===== config.mk =====
export PLATFORM = sky130hd
export DESIGN_NAME = cordic_rotator
export DESIGN_NICKNAME = d
export VERILOG_FILES = /design/src/rtl/cordic_rotator.sv
export SDC_FILE = /design/constraint.sdc
export NUM_CORES = 1
export LEC_CHECK = 0
export BUFFER_PORTS_ARGS = -buffer_cell sky130_fd_sc_hd__buf_4
export CAP_MARGIN = 20
export CORE_MARGIN = 4
export CORE_UTILIZATION = 53
export DETAILED_ROUTE_END_ITERATION = 12
export PLACE_DENSITY_LB_ADDON = 0.25
export SLEW_MARGIN = 25
export SYNTH_ARGS = -nofsm -noshare
export SYNTH_HDL_FRONTEND = slang
export SYNTH_SLANG_ARGS = --single-unit

===== constraint.sdc =====
create_clock -name clk -period 5.75 [get_ports clk]
set_clock_uncertainty 0.15 [all_clocks]
set_input_delay 0.2875 -clock clk [delete_from_list [all_inputs] [get_ports clk]]
set_output_delay 0.2875 -clock clk [all_outputs]
set_load 0.02 [all_outputs]

===== src/rtl/cordic_rotator.sv =====
// Iterative CORDIC rotator (rotation mode, gain uncompensated); CORDIC_QUADRANT_EN adds a +/-pi/2 pre-rotation at load.
// Latency: out_valid rises ITERATIONS edges after the accepting edge; one request in flight at a time.
// Backpressure: result held in DONE until out_ready; in_ready is low for the whole operation.
module cordic_rotator #(
    parameter int XY_WIDTH   = 16,
    parameter int Z_WIDTH    = 16,
    parameter int ITERATIONS = 14
) (
    input  logic                clk,
    input  logic                rst,
    input  logic                in_valid,
    output logic                in_ready,
    input  logic [XY_WIDTH-1:0] x_in,
    input  logic [XY_WIDTH-1:0] y_in,
    input  logic [Z_WIDTH-1:0]  z_in,
    output logic                out_valid,
    input  logic                out_ready,
    output logic [XY_WIDTH-1:0] x_out,
    output logic [XY_WIDTH-1:0] y_out,
    output logic [Z_WIDTH-1:0]  z_out
);

    localparam int IW = (ITERATIONS > 1) ? $clog2(ITERATIONS) : 1;
    // pi with 60 fractional bits
    localparam logic [127:0] PI_FX = 128'h3243F6A8885A308D;

    // atan(2^-n) by its power series in 60-bit fixed point, then scaled so pi -> 2^(Z_WIDTH-1)
    function automatic logic [Z_WIDTH-1:0] alpha_f(input int n);
        logic [127:0] acc;
        logic [127:0] term;
        int           sh;
        acc = '0;
        if (n == 0) begin
            acc = PI_FX >> 2;
        end else begin
            for (int k = 0; k < 64; k++) begin
                sh = 60 - n * (2 * k + 1);
                if (sh >= 0) begin
                    term = (128'd1 << sh) / 128'(2 * k + 1);
                    if (k % 2 == 0) acc = acc + term;
                    else            acc = acc - term;
                end
            end
        end
        acc = ((acc << (Z_WIDTH - 1)) + (PI_FX >> 1)) / PI_FX;
        return Z_WIDTH'(acc);
    endfunction

    logic [Z_WIDTH-1:0] alpha [ITERATIONS];
    for (genvar g = 0; g < ITERATIONS; g++) begin : g_alpha
        localparam logic [Z_WIDTH-1:0] ALPHA_G = alpha_f(g);
        assign alpha[g] = ALPHA_G;
    end

    typedef enum logic [1:0] {IDLE, RUN, DONE} state_t;
    state_t state, state_nxt;

    logic [IW-1:0]              iter;
    logic signed [XY_WIDTH-1:0] x_r, y_r, x_ld, y_ld;
    logic [Z_WIDTH-1:0]         z_r, z_ld;
    logic                       accept, rotate, last;

    assign last      = (iter == IW'(ITERATIONS - 1));
    assign in_ready  = (state == IDLE);
    assign out_valid = (state == DONE);
    assign x_out     = x_r;
    assign y_out     = y_r;
    assign z_out     = z_r;

    always_comb begin
        state_nxt = state;
        accept    = 1'b0;
        rotate    = 1'b0;
        case (state)
            IDLE: if (in_valid) begin
                accept    = 1'b1;
                state_nxt = RUN;
            end
            RUN: begin
                rotate = 1'b1;
                if (last) state_nxt = DONE;
            end
            DONE: if (out_ready) state_nxt = IDLE;
            default: state_nxt = IDLE;
        endcase
    end

    always_comb begin
        x_ld = x_in;
        y_ld = y_in;
        z_ld = z_in;
`ifdef CORDIC_QUADRANT_EN
        // angles beyond +/-pi/2 are folded back by an exact quarter turn
        case (z_in[Z_WIDTH-1:Z_WIDTH-2])
            2'b01: begin
                x_ld = -y_in;
                y_ld = x_in;
                z_ld = z_in - (Z_WIDTH'(1) << (Z_WIDTH - 2));
            end
            2'b10: begin
                x_ld = y_in;
                y_ld = -x_in;
                z_ld = z_in + (Z_WIDTH'(1) << (Z_WIDTH - 2));
            end
            default: ;
        endcase
`endif
    end

    always_ff @(posedge clk or posedge rst) begin
        if (rst) state <= IDLE;
        else     state <= state_nxt;
    end

    always_ff @(posedge clk or posedge rst) begin
        if (rst) begin
            x_r  <= '0;
            y_r  <= '0;
            z_r  <= '0;
            iter <= '0;
        end else if (accept) begin
            x_r  <= x_ld;
            y_r  <= y_ld;
            z_r  <= z_ld;
            iter <= '0;
        end else if (rotate) begin
            if (z_r[Z_WIDTH-1]) begin
                x_r <= x_r + (y_r >>> iter);
                y_r <= y_r - (x_r >>> iter);
                z_r <= z_r + alpha[iter];
            end else begin
                x_r <= x_r - (y_r >>> iter);
                y_r <= y_r + (x_r >>> iter);
                z_r <= z_r - alpha[iter];
            end
            iter <= iter + 1'b1;
        end
    end

endmodule


* Word level (Yosys, flattened, before mapping) *
Memory sizes are Yosys's and may differ from the RTL's.
Index checks and enable logic that the tools add are counted.

operators by class
  reductions and logical operators = 3
  equality and inequality tests = 6
  order comparisons = 1
  mux-type cells = 20
  shifts and indexed selects = 2
  add/subtract/negate cells = 7
  bitwise operators = 1

operator list
  cell                 number
  $mux 16              11
  $add 16x16->16       3
  $sub 16x16->16       3
  $sshr 16x4->16       2
  $mux 4               2
  $mux 2               3
  $pmux 2 s3           1
  $ge 5x5->1 const B   1
  $not 4->5            1
  $add 4x1->4 const B  1
  $eq 4x4->1 const B   1
  $ne 2x2->1 const B   2
  $mux 1               3
  $reduce_and 3->1     1
  $eq 2x1->1 const B   1
  $eq 2x2->1 const B   1
  $logic_not 2->1      1
  $ne 2x1->1 const B   1
  $reduce_bool 2->1    1

word-level totals
  input bits = 52
  bits in read-only memories = 256
  memories kept = 1
  register bits after elaboration = 54
  logic and storage cells = 46

memories
  memory           words  width  rd ports  clocked after memory_dff  write ports  RTL line  source
  (no name shown)  16     16     1         0                         0            134       z_r <= z_r - alpha[iter];

* Longest topological paths before layout *
  depth after elaboration = 8
  depth in mapped cells = 23
  gate-level depth less buffers = 19

* Least setup slack after synthesis *
Ideal clock, no wire load.

  path kind = register to register
  start = reg x_r[13], in the netlist x_out[13]
  end = reg y_r[15], in the netlist y_out[15]
  required time = 5.518 ns
  buffers on the path = 0
  arrival time = 4.687 ns
  period minus slack after synthesis = 4.919 ns
  cell stages (with the launch flop) = 17
  path slack = 0.831 ns
  cells stage by stage = dfrtp_1 mux4_1 mux4_2 a311oi_4 nor4b_4 nand4_2 nand2_1 xor2_1 ha_1 or2_2 a21oi_1 a21oi_1 a2111oi_0 o31a_1 nor3_1 or4_1 a31oi_1

on the way
  cells in the longest elaborated chain, start to end = 5
  elaborated cells on any way between the ends = 6

ends and longest elaborated chain
  element                                           RTL line  source
  from (decl)                                       59        logic signed [XY_WIDTH-1:0] x_r, y_r, x_ld, y_ld;
  from (signal assigned)                            122       x_r <= x_ld;
  from (signal assigned)                            128       x_r <= x_r + (y_r >>> iter);
  from (signal assigned)                            132       x_r <= x_r - (y_r >>> iter);
  $sshr 16x4->16 (*)                                129, 133
  $add 16x16->16 or $sub 16x16->16 (tied branches)  133, 129
  $mux 16 (*)                                       127       if (z_r[Z_WIDTH-1]) begin
  $mux 16 (*)                                       126       end else if (rotate) begin
  $mux 16 (*)                                       121       end else if (accept) begin
  to (signal assigned)                              123       y_r <= y_ld;
  to (signal assigned)                              129       y_r <= y_r - (x_r >>> iter);
  to (signal assigned)                              133       y_r <= y_r + (x_r >>> iter);
  to (decl)                                         59

Every way passes the cells marked *; elsewhere a longest branch is shown, timed or not. The select of a mux whose other input is x is not followed.
A chain may end at the register's enable or synchronous reset.

* Worst setup path in the final report *
  start = reg iter[0]
  end = reg y_r[15], in the netlist y_out[15]

on the way
  cells in the longest elaborated chain, start to end = 5
  elaborated cells on any way between the ends = 6

ends and longest elaborated chain
  element                                           RTL line  source
  from (decl)                                       58        logic [IW-1:0] iter;
  from (signal assigned)                            136       iter <= iter + 1'b1;
  $sshr 16x4->16 (*)                                129, 133
  $add 16x16->16 or $sub 16x16->16 (tied branches)  133, 129
  $mux 16 (*)                                       127
  $mux 16 (*)                                       126
  $mux 16 (*)                                       121

Marked as above.

==> impl_metrics.py <==
metrics = {
    "yosys": {
        "synth.distinct_cells": 73,
        "synth_seq_area_share_pct": 18.9,
        "yosys-top-cells-count": "nand2_1 (107), a21oi_1 (83), nor2_1 (79)",
        "async_reset_ff_share_pct": 100,
        "synth_area_um2": 7160,
        "syn_nets": 997,
        "synth_top_cell_area_share_pct": 18.9,
        "synth_seq_cells": 54,
        "synthTopCellsByArea": "dfrtp_1 (19%), ha_1 (11%), mux4_2 (7.2%)",
        "syn_inst": 881,
        "yosys.area.top_type": "dfrtp_1",
        "yosys_most_used_dff": "dfrtp_1",
        "synth_edf_count": 0,
        "avgSynthCellArea_um2": 8.13,
        "ys.warnings.count": 0,
        "yosysMostFrequentCell": "nand2_1",
    },
    "critical_path": {
        "start_kind": "flip-flop",
        "critical_path.startpoint": "iter[0]",
        "r2r-start": "iter[0]",
        "critical_path_depth": 16,
        "worstSetupPathType": "flip-flop to flip-flop",
        "rrSetupSlack_ns": 0.34,
        "cpMostUsedCell": "a21oi_1",
        "crit_arrival_ns": 5.50,
        "cp-endpoint": "y_out[15]",
        "critPathRequiredTime_ns": 5.84,
        "cpLargestDelayFamily": "simple AND/OR/NAND/NOR gates",
        "end_kind": "flip-flop",
        "worst_r2r_endpoint": "y_out[15]",
        "path_max_fanout": 16,
        "r2r_cells": 16,
        "path_cells": "mux4_1, mux4_2, a311oi_4, nor4b_4, nand4_2, nand2_1, xor2_1, ha_1, or2_2, a21oi_1, a21oi_1, a2111oi_1, o31a_1, nor3_1, or4_1, a31oi_1",
        "critPathBufInv": 0,
        "crit_path_top_delay_cell": "mux4_1",
        "critPathMaxStageDelay_ns": 0.66,
    },
    "detailed_routing": {
        "drc": 0,
        "wl_per_cell_um": 18.2,
        "antenna_left": 0,
        "vias": 7059,
        "drtPass1Iterations": 5,
        "vias_per_cell": 6.20,
        "drtIter0Drc": 571,
        "wirelength_um": 20800,
    },
    "timing": {
        "drv_slew": 0,
        "setup_violations": 0,
        "fin_crit_sh_pct": 94.1,
        "fmax_mhz": 185,
        "hold_viol": 0,
        "min_period_ns": 5.41,
        "max_slew.worst_pin.slew_ns": 0.815,
        "slew_headroom_pct": 45.7,
    },
    "job": {
        "maxCapViolCount": 0,
    },
    "global_route": {
        "track_usage_pct": 26.4,
        "grt_max_degree": 60,
        "grt_overflow_total": 0,
        "antenna_found_initial": 0,
        "grt_pass1_wl_um": 34300,
        "grt_pass1_vias": 6824,
    },
    "placed_design": {
        "dp_cells": 1131,
        "io_buffer_count": 101,
        "place.gp.congestion": 0.964,
        "dp.final_hpwl_um": 15200,
    },
    "cts": {
        "clock_latency_ns": 0.32,
        "clk_path_buf_depth": 2,
        "cts-buffers-inserted": 5,
        "cts_tree": "done",
        "cts.htree.levels": 2,
        "clock_tree.root_cell": "clkbuf_16",
        "clock-sinks": 54,
        "path_clk_slew_ns": 0.08,
        "cts_setup_buffers": 0,
    },
    "outcome": {
        "status": "finished clean",
    },
    "final_layout": {
        "diodes": 0,
        "drive_gt1_share_pct": 20.2,
        "areaGrowthSynthToFinish_pct": 16.2,
        "instances_no_fill": 1139,
        "final_nets": 1078,
    },
    "floorplanning": {
        "fp-row-count": 42,
        "die_area_um2": 15400,
        "pin_count": 102,
        "initial_core_util_pct": 54.1,
        "die_w_um": 124,
        "core_um2": 13200,
        "die_h_um": 124,
    },
    "worst_hold_path": {
        "min_path_type": "primary input to asynchronous set/reset pin",
    },
}
how the worst min path moves through the flow:
stage / end / slack, ns / cells after the start
after floorplan: x_out[15] / 0.25 / 2
after global placement: y_out[8] / 0.34 / 3
after detailed placement: y_out[2] / 0.35 / 3
after CTS: y_out[2] / 0.02 / 3
after global routing: y_out[8] / 0.03 / 3
final: z_out[0] / 0.03 / 3
timing repair:
action	CTS	global route
hold endpoints to repair	0	0
setup endpoints to repair	0	3
gates resized for setup	0	7
hold buffers	0	0
state kept, by name (all words and copies together), names as in the netlist:
name and count:
z_out 16, x_out 16, y_out 16, state 2
iter 4
tightest hold or removal path, cell delays in order:
cell and delay, ns:
buf_4 0.11, inv_2 0.03, buf_4 0.57
logic make-up after synthesis:
kind of cell / synth area share, %
AOI/OAI and AO/OA: 24.9
xor gates and xnor gates: 8.68
adders and majority gates: 11.5
buffers and inverters: 4.49
DFF: 18.9
muxes: 13.0
and+or+nand+nor: 18.5
through the flow:
stage          TNS [ns]  util (%)  area, µm²  setup slack [ns]  hold WS (ns)
2_1_floorplan         0         -       7160             0.831         0.253
3_3_place_gp          0      61.4       8130             0.264         0.342
3_5_place_dp          0      61.4       8130             0.239         0.348
4_1_cts               0      62.7       8300             0.199        0.0220
5_1_grt         -0.0453      62.9       8330           -0.0453        0.0324
6_report              0      62.9       8330             0.337        0.0278
placed cells by master (no fill, tap or decap), types with 7 or more instances in the layout:
| cell | n |
|---|---|
| xor2_1 | 31 |
| or2_2 | 10 |
| mux4_1 | 7 |
| nand2_1 | 107 |
| nor2b_1 | 11 |
| and3_1 | 12 |
| mux2i_1 | 16 |
| nand2b_1 | 7 |
| a31oi_1 | 24 |
| ha_1 | 61 |
| buf_4 | 129 |
| a21oi_1 | 83 |
| nor2_1 | 79 |
| inv_1 | 20 |
| a21o_1 | 14 |
| a22oi_1 | 17 |
| nand3_1 | 11 |
| o21a_1 | 7 |
| dfrtp_1 | 52 |
| nor3_1 | 12 |
| o21ai_0 | 57 |
| xnor2_1 | 40 |
| a211oi_1 | 9 |
| mux4_2 | 23 |
| and2_1 | 11 |
per-layer routing:
layer / track usage (%) / part of all wire [%] / up-vias
met5: 0 / 0 / -
met4: 7.35 / 2.0 / 0
met3: 3.69 / 6.9 / 36
met2: 45.6 / 49 / 283
met1: 34.6 / 42 / 3333
li1: - / - / 3407
final cells by class:
| type | instances | area [µm²] |
|---|---|---|
| Clock buffer | 5 | 125 |
| Clock inverter | 3 | 43.8 |
| Fill cell | 1214 | 4920 |
| Inverter | 22 | 82.6 |
| Multi-Input combinational cell | 749 | 5520 |
| Sequential cell | 54 | 1360 |
| Tap cell | 176 | 220 |
| Timing Repair Buffer | 130 | 980 |
Power is left out: the tool's default activity adds up to more than one toggle a clock period on the data nets, which glitch-free logic cannot reach.
